==> config.mk <==
export PLATFORM = sky130hd
export DESIGN_NAME = md_unit_flat
export DESIGN_NICKNAME = d
export VERILOG_FILES = /design/src/rtl/md_unit_pkg.sv /design/src/rtl/md_unit_if.sv /design/src/rtl/md_operand_prep.sv /design/src/rtl/md_unit.sv /design/src/flat_wrapper.sv
export SDC_FILE = /design/constraint.sdc
export NUM_CORES = 1
export LEC_CHECK = 0
export CAP_MARGIN = 20
export CORE_UTILIZATION = 40
export DETAILED_ROUTE_END_ITERATION = 6
export GPL_TIMING_DRIVEN = 0
export PLACE_DENSITY_LB_ADDON = 0.12
export REMOVE_ABC_BUFFERS = 1
export SLEW_MARGIN = 5
export SYNTH_ARGS = -nofsm -noshare
export SYNTH_HDL_FRONTEND = slang
export SYNTH_HIERARCHICAL = 1
export SYNTH_SLANG_ARGS = --single-unit
export TNS_END_PERCENT = 1
==> constraint.sdc <==
create_clock -name clk -period 10.1 [get_ports clk]
set_input_delay 1.01 -clock clk [delete_from_list [all_inputs] [get_ports clk]]
set_output_delay 1.01 -clock clk [all_outputs]
set_load 0.01 [all_outputs]
==> src/rtl/md_unit_pkg.sv <==
// Shared constants and types for the RV32M multiply/divide sequencer.
package md_unit_pkg;

  localparam int unsigned XLEN = 32;

  // M-extension funct3 encodings
  localparam logic [2:0] F3_MUL    = 3'b000;
  localparam logic [2:0] F3_MULH   = 3'b001;
  localparam logic [2:0] F3_MULHSU = 3'b010;
  localparam logic [2:0] F3_MULHU  = 3'b011;
  localparam logic [2:0] F3_DIV    = 3'b100;
  localparam logic [2:0] F3_DIVU   = 3'b101;
  localparam logic [2:0] F3_REM    = 3'b110;
  localparam logic [2:0] F3_REMU   = 3'b111;

  // funct7 that marks an R-type instruction as M-extension
  localparam logic [6:0] M_FUNCT7 = 7'b0000001;

  typedef enum logic [1:0] {
    ST_IDLE = 2'd0,
    ST_RUN  = 2'd1,
    ST_DONE = 2'd2
  } md_state_e;

endpackage

==> src/rtl/md_unit_if.sv <==
// Request/response bundle between the EX stage and the M-extension unit.
interface md_unit_if;
  import md_unit_pkg::*;

  logic            start;
  logic [2:0]      funct3;
  logic [XLEN-1:0] op_a;
  logic [XLEN-1:0] op_b;
  logic            flush;
  logic            busy;
  logic            done;
  logic [XLEN-1:0] result;
  logic            stall;

  modport master (
    output start, funct3, op_a, op_b, flush,
    input  busy, done, result, stall
  );

  modport slave (
    input  start, funct3, op_a, op_b, flush,
    output busy, done, result, stall
  );

endinterface

==> src/rtl/md_operand_prep.sv <==
// Operand signedness, magnitudes and divide fast-path detection.
module md_operand_prep
  import md_unit_pkg::*;
(
  input  logic [2:0]      funct3,
  input  logic [XLEN-1:0] op_a,
  input  logic [XLEN-1:0] op_b,
  output logic            sign_a,
  output logic            sign_b,
  output logic [XLEN-1:0] abs_a,
  output logic [XLEN-1:0] abs_b,
  output logic            div_by_zero,
  output logic            div_overflow
);

  logic a_signed;
  logic b_signed;

  // Decode which operands are treated as two's complement, then take magnitudes
  always_comb begin
    a_signed = 1'b0;
    b_signed = 1'b0;
    unique case (funct3)
      F3_MUL, F3_MULH, F3_DIV, F3_REM: begin
        a_signed = 1'b1;
        b_signed = 1'b1;
      end
      F3_MULHSU: a_signed = 1'b1;
      default: ;
    endcase
    sign_a       = a_signed & op_a[XLEN-1];
    sign_b       = b_signed & op_b[XLEN-1];
    abs_a        = sign_a ? (XLEN'(0) - op_a) : op_a;
    abs_b        = sign_b ? (XLEN'(0) - op_b) : op_b;
    div_by_zero  = funct3[2] & (op_b == '0);
    div_overflow = funct3[2] & ~funct3[0] & (op_a == {1'b1, {(XLEN-1){1'b0}}})
                   & (op_b == '1);
  end

endmodule

==> src/rtl/md_unit.sv <==
// Iterative shift-add multiplier / restoring divider for RV32M, one bit per cycle.
module md_unit
  import md_unit_pkg::*;
(
  input  logic     clk,
  input  logic     rst,
  md_unit_if.slave bus
);

  localparam int unsigned PW    = 2 * XLEN;
  localparam int unsigned CNT_W = $clog2(XLEN);

  md_state_e        state_q, state_d;
  logic [CNT_W-1:0] cnt_q, cnt_d;
  logic [PW-1:0]    acc_q, acc_d;     // mul: {product hi, multiplier}; div: {remainder, dividend/quotient}
  logic [XLEN-1:0]  opnd_q, opnd_d;   // multiplicand or divisor magnitude
  logic [2:0]       f3_q, f3_d;
  logic             neg_q, neg_d;     // product / quotient negation
  logic             neg_rem_q, neg_rem_d;
  logic             busy_q, busy_d;
  logic             done_q, done_d;
  logic [XLEN-1:0]  result_q, result_d;

  logic             sign_a, sign_b, div_by_zero, div_overflow;
  logic [XLEN-1:0]  abs_a, abs_b;

  logic [XLEN:0]    mul_sum;
  logic [XLEN:0]    div_shift;
  logic [XLEN-1:0]  div_diff;
  logic             div_ge;
  logic [PW-1:0]    step;
  logic [PW-1:0]    prod_fix;
  logic [XLEN-1:0]  quo_fix, rem_fix, final_res;

  md_operand_prep u_prep (
    .funct3       (bus.funct3),
    .op_a         (bus.op_a),
    .op_b         (bus.op_b),
    .sign_a       (sign_a),
    .sign_b       (sign_b),
    .abs_a        (abs_a),
    .abs_b        (abs_b),
    .div_by_zero  (div_by_zero),
    .div_overflow (div_overflow)
  );

  // One multiply or divide iteration applied to the accumulator
  always_comb begin
    mul_sum   = {1'b0, acc_q[PW-1:XLEN]} + (acc_q[0] ? {1'b0, opnd_q} : '0);
    div_shift = acc_q[PW-1:XLEN-1];
    div_diff  = div_shift[XLEN-1:0] - opnd_q;
    div_ge    = div_shift >= {1'b0, opnd_q};
    if (f3_q[2]) begin
      step = {(div_ge ? div_diff : div_shift[XLEN-1:0]), acc_q[XLEN-2:0], div_ge};
    end else begin
      step = {mul_sum, acc_q[XLEN-1:1]};
    end
  end

  // Sign correction and result selection from the final iteration
  always_comb begin
    prod_fix = neg_q ? (PW'(0) - step) : step;
    quo_fix  = neg_q ? (XLEN'(0) - step[XLEN-1:0]) : step[XLEN-1:0];
    rem_fix  = neg_rem_q ? (XLEN'(0) - step[PW-1:XLEN]) : step[PW-1:XLEN];
    if (f3_q == F3_MUL) begin
      final_res = prod_fix[XLEN-1:0];
    end else if (!f3_q[2]) begin
      final_res = prod_fix[PW-1:XLEN];
    end else if (f3_q[1]) begin
      final_res = rem_fix;
    end else begin
      final_res = quo_fix;
    end
  end

  // Next-state, counter and datapath updates; flush overrides everything
  always_comb begin
    state_d   = state_q;
    cnt_d     = cnt_q;
    acc_d     = acc_q;
    opnd_d    = opnd_q;
    f3_d      = f3_q;
    neg_d     = neg_q;
    neg_rem_d = neg_rem_q;
    busy_d    = 1'b0;
    done_d    = 1'b0;
    result_d  = result_q;

    unique case (state_q)
      ST_IDLE: begin
        if (bus.start && !bus.flush) begin
          f3_d      = bus.funct3;
          neg_d     = sign_a ^ sign_b;
          neg_rem_d = sign_a;
          cnt_d     = '0;
          if (div_by_zero) begin
            result_d = bus.funct3[1] ? bus.op_a : '1;
            state_d  = ST_DONE;
            done_d   = 1'b1;
          end else if (div_overflow) begin
            result_d = bus.funct3[1] ? '0 : {1'b1, {(XLEN-1){1'b0}}};
            state_d  = ST_DONE;
            done_d   = 1'b1;
          end else begin
            acc_d   = {XLEN'(0), (bus.funct3[2] ? abs_a : abs_b)};
            opnd_d  = bus.funct3[2] ? abs_b : abs_a;
            state_d = ST_RUN;
            busy_d  = 1'b1;
          end
        end
      end
      ST_RUN: begin
        acc_d  = step;
        cnt_d  = cnt_q + CNT_W'(1);
        busy_d = 1'b1;
        if (cnt_q == CNT_W'(XLEN - 1)) begin
          cnt_d    = '0;
          state_d  = ST_DONE;
          busy_d   = 1'b0;
          done_d   = 1'b1;
          result_d = final_res;
        end
      end
      ST_DONE: state_d = ST_IDLE;
      default: state_d = ST_IDLE;
    endcase

    if (bus.flush) begin
      state_d  = ST_IDLE;
      cnt_d    = '0;
      busy_d   = 1'b0;
      done_d   = 1'b0;
      result_d = result_q;
    end
  end

  // State and output registers with synchronous reset
  always_ff @(posedge clk) begin
    if (rst) begin
      state_q   <= ST_IDLE;
      cnt_q     <= '0;
      acc_q     <= '0;
      opnd_q    <= '0;
      f3_q      <= '0;
      neg_q     <= 1'b0;
      neg_rem_q <= 1'b0;
      busy_q    <= 1'b0;
      done_q    <= 1'b0;
      result_q  <= '0;
    end else begin
      state_q   <= state_d;
      cnt_q     <= cnt_d;
      acc_q     <= acc_d;
      opnd_q    <= opnd_d;
      f3_q      <= f3_d;
      neg_q     <= neg_d;
      neg_rem_q <= neg_rem_d;
      busy_q    <= busy_d;
      done_q    <= done_d;
      result_q  <= result_d;
    end
  end

  assign bus.busy   = busy_q;
  assign bus.done   = done_q;
  assign bus.result = result_q;
  assign bus.stall  = ~rst & (((state_q == ST_IDLE) & bus.start & ~bus.flush)
                              | (state_q == ST_RUN));

endmodule

==> src/flat_wrapper.sv <==
// flat-port wrapper written by rule: the top's interface ports become plain ports
module md_unit_flat import md_unit_pkg::*;
  (clk, rst, bus_start, bus_funct3, bus_op_a, bus_op_b, bus_flush, bus_busy, bus_done, bus_result, bus_stall);
  md_unit_if bus_i ();
  input  logic clk;
  input  logic rst;
  input wire logic [$bits(bus_i.start)-1:0] bus_start;
  input wire logic [$bits(bus_i.funct3)-1:0] bus_funct3;
  input wire logic [$bits(bus_i.op_a)-1:0] bus_op_a;
  input wire logic [$bits(bus_i.op_b)-1:0] bus_op_b;
  input wire logic [$bits(bus_i.flush)-1:0] bus_flush;
  output wire logic [$bits(bus_i.busy)-1:0] bus_busy;
  output wire logic [$bits(bus_i.done)-1:0] bus_done;
  output wire logic [$bits(bus_i.result)-1:0] bus_result;
  output wire logic [$bits(bus_i.stall)-1:0] bus_stall;
  assign bus_i.start = bus_start;
  assign bus_i.funct3 = bus_funct3;
  assign bus_i.op_a = bus_op_a;
  assign bus_i.op_b = bus_op_b;
  assign bus_i.flush = bus_flush;
  assign bus_busy = bus_i.busy;
  assign bus_done = bus_i.done;
  assign bus_result = bus_i.result;
  assign bus_stall = bus_i.stall;
  md_unit u_core (.clk(clk), .rst(rst), .bus(bus_i));
endmodule
==> impl_metrics.csv <==
group,metric,value,unit
routing,first_pass_iters,5,
flow_run,drv_cap,0,
finish,n_antenna_cell,0,
worst_setup_path,reg2reg_from,"u_core/opnd_q[14]$_SDFFE_PP0P_",
routing,drt_wl_total,64.06,mm
sta,setup_ws,3646,ps
floorplanning,initial_utilization,0.4072,
routing,routedWlPerCell,23.16,µm
worst_setup_path,crit_required,10490,ps
yosys,ys_types,98,
place,pre_cts_ws,3345,ps
worst_setup_path,reg2reg_slack,3650,ps
finish,area_growth,12.85,%
pwr,power_leakage,6.549,nW
finish,postLayoutCellArea,18300,µm²
yosys,seq_area_frac_synth,0.1753,
worst_setup_path,worstSetupStartpointType,"register",
finish,drive_gt1_frac,0.06203,
finish,layout.cells.non_filler,2766,
global_route,grt_pass1_wl,97.63,mm
routing,detail-route-antenna-nets,0,
sta,clock.fmax,154.9,MHz
yosys,synth-seq-cells,142,
floorplanning,fp.coreArea,39820,µm²
global_route,grt_max_degree,102,
clock_tree,clock_path_buffers,2,
floorplanning,ios,106,
clock_tree,root_buffer,"clkbuf_16",
floorplanning,design.die.area,41350,µm²
finish,final_cell_mix,"nor2_1, a21oi_1, nand2_1",
pwr,p_per_area,107.2,nW/µm²
sta,fin_crit_sh,0.6390,
global_route,antenna_found_initial,0,
floorplanning,rows,73,
run_status,status,"completed",
clock_tree,post_cts_buffers,0,
worst_setup_path,critical_path_class,"register to register",
worst_hold_path,holdCritStartpoint,"u_core/cnt_q[3]$_SDFFE_PP0P_",
routing,vias,17340,
global_route,grt_usage,0.3055,
worst_setup_path,reg2reg_to,"u_core/bus.result[14]$_SDFFE_PP0P_",
sta,setup_violations,0,
sta,clock_skew,9.749,ps
yosys,synth_ff_type,"dfxtp_1",
worst_setup_path,path_max_fanout,19,
worst_hold_path,hp-class,"register to register",
sta,drv_slew,0,
sta,rsz0062_at_grt,"false",
global_route,grt_pass1_vias,16110,
finish,final_nets,2372,
clock_tree,cts_tree,"built",
yosys,syn-cell-area,16220,µm²
place,place_area,17700,µm²
worst_hold_path,min_to,"u_core/cnt_q[3]$_SDFFE_PP0P_",
clock_tree,cts_hold_buf,0,
clock_tree,clock_latency,440,ps
place,hpwlAfterDp,49.65,mm
sta,final-hold-violation-count,0,
place,gp_congestion,0.9089,
clock_tree,clk_pin_slew,70,ps
clock_tree,clock_sinks,142,
yosys,synth_async_sr_flop_share,0,
yosys,synth_area_per_cell,7.239,µm²
yosys,synth_edf_count,0,
worst_setup_path,arrival,6840,ps
routing,route.detailed.drc,0,
clock_tree,cts-buffers-inserted,17,
sta,min_period,6454,ps
routing,vias_per_cell,6.269,
worst_setup_path,critPathCaptureType,"register",
sta,slew_headroom,0.2017,
yosys,synth-warning-count,6,
clock_tree,h-tree-depth,4,
place,io_buffers,105,
pwr,vdd.ir_drop.worst,0.0001037,V
floorplanning,fp.dieH,203.3,µm
place,dp_cells,2733,
sta,max_slew.worst_pin.slew,1193,ps
floorplanning,die_w,203.3,µm
worst_setup_path,reg2reg_depth,18,
finish,final_common_cell,"nor2_1",
yosys,synthCells,2240,
global_route,overflow,0,
routing,drtIter0Drc,1412,
worst_hold_path,holdPathStages,1,
clock_tree,ctsResizeCount,0,
==> critical path: stages (launching register included) <==
cell and delay, ps:
dfxtp_1 470, inv_1 90, ha_1 420, a21oi_1 300, o21ai_1 210, a221oi_4 280
a21bo_1 770, a31o_2 410, ha_1 240, o211ai_1 140, or4_1 490, or4_1 660
nor2_1 180, o21ai_1 200, or2_1 500, o31ai_1 330, xor2_1 110, a2111oi_0 400
o31a_1 180
==> registers in the layout, summed over array words and instances, names as in the netlist <==
signal and count:
u_core/acc_q 64, u_core/bus.busy 1, u_core/bus.done 1, u_core/bus.result 32, u_core/cnt_q 5, u_core/f3_q 3, u_core/neg_q 1, u_core/neg_rem_q 1
u_core/opnd_q 32, u_core/state_q 2
==> logic make-up (layout without fill, tap and decap cells) <==
group / count (synthesis) / count (layout) / share of synthesized area
multiplexers: 115 / 115 / 0.07168
adder cells (fa/ha/maj): 73 / 73 / 0.05725
XOR/XNOR: 177 / 177 / 0.09560
AND/OR/NAND/NOR: 782 / 782 / 0.2388
buffers and inverters: 213 / 214 / 0.05579
AO/OA/AOI/OAI: 738 / 738 / 0.3056
flip-flops: 142 / 142 / 0.1753
==> final cells by class <==
cell class / instances / area (µm²)
clock inverters: 15 / 160.2
multi-input cells: 1885 / 12520
well taps: 525 / 656.9
repair buffers: 127 / 1479
fillers: 4170 / 21520
clock buffers: 17 / 425.4
inverters: 55 / 206.4
flip-flops and latches: 142 / 2848
==> cell usage after synthesis (all sizes together), types with 17 or more instances <==
cell | n | area [µm²]
a211oi | 97 | 753.2
a21o | 23 | 172.7
a21oi | 177 | 900.9
a31oi | 40 | 250.2
and2 | 44 | 275.3
buf | 58 | 322.8
clkbuf | 100 | 375.4
dfxtp | 142 | 2843
ha | 71 | 888.4
inv | 54 | 202.7
mux2i | 106 | 1061
nand2 | 171 | 649.4
nand2b | 24 | 150.1
nand3 | 47 | 240.2
nand4 | 36 | 244.0
nor2 | 258 | 970.9
nor3 | 64 | 325.3
nor4 | 19 | 146.4
o211ai | 30 | 225.2
o21ai | 166 | 842.1
o221ai | 17 | 148.9
o31ai | 36 | 270.3
o41ai | 26 | 235.2
or3 | 32 | 205.2
xnor2 | 116 | 1016
xor2 | 61 | 534.3
==> routing by layer <==
metal / part of all wire / wire (µm) / track usage / up-vias
met1: 0.46 / 29170 / 0.4157 / 8261
met3: 0.054 / 3435 / 0.02924 / 106
li1: - / - / - / 8337
met5: 0 / 0 / 0 / -
met2: 0.45 / 28980 / 0.4917 / 635
met4: 0.039 / 2476 / 0.1267 / 0
==> where the power goes <==
group | switching (mW) | leakage (nW) | total (mW) | internal [mW]
sequential | 0.0369 | 1.16 | 0.618 | 0.582
clock | 0.291 | 0.274 | 0.658 | 0.367
combinational | 0.437 | 5.12 | 0.684 | 0.247
total | 0.765 | 6.55 | 1.96 | 1.20
==> per-stage QoR <==
| step | setup TNS (ps) | total power, mW | util | hold slack [ps] |
|---|---|---|---|---|
| global placement | -130430 | 1.290 | 0.4325 | 456.1 |
| floorplan | 0 | 1.043 | - | 428.7 |
| detailed placement | 0 | 1.297 | 0.4444 | 456.4 |
| global route | 0 | 2.044 | 0.4595 | 514.3 |
| finish | 0 | 1.961 | 0.4595 | 474.3 |
| CTS | 0 | 1.959 | 0.4591 | 468.3 |
==> worst max-delay path by stage <==
stage,start,to,slack (ps),cells past startpoint
after floorplan,u_core/f3_q[2]$_SDFFE_PP0P_,u_core/bus.result[14]$_SDFFE_PP0P_,2070,12
after global placement,bus_funct3[2],u_core/bus.result[31]$_SDFFE_PP0P_,-2400,12
after detailed placement,bus_op_b[16],u_core/bus.result[21]$_SDFFE_PP0P_,3350,15
after CTS,u_core/opnd_q[14]$_SDFFE_PP0P_,u_core/bus.result[14]$_SDFFE_PP0P_,3790,18
after global routing,u_core/opnd_q[18]$_SDFFE_PP0P_,u_core/bus.result[14]$_SDFFE_PP0P_,3320,18
final,u_core/opnd_q[14]$_SDFFE_PP0P_,u_core/bus.result[14]$_SDFFE_PP0P_,3650,18
Power figures use the tool's default switching activity.
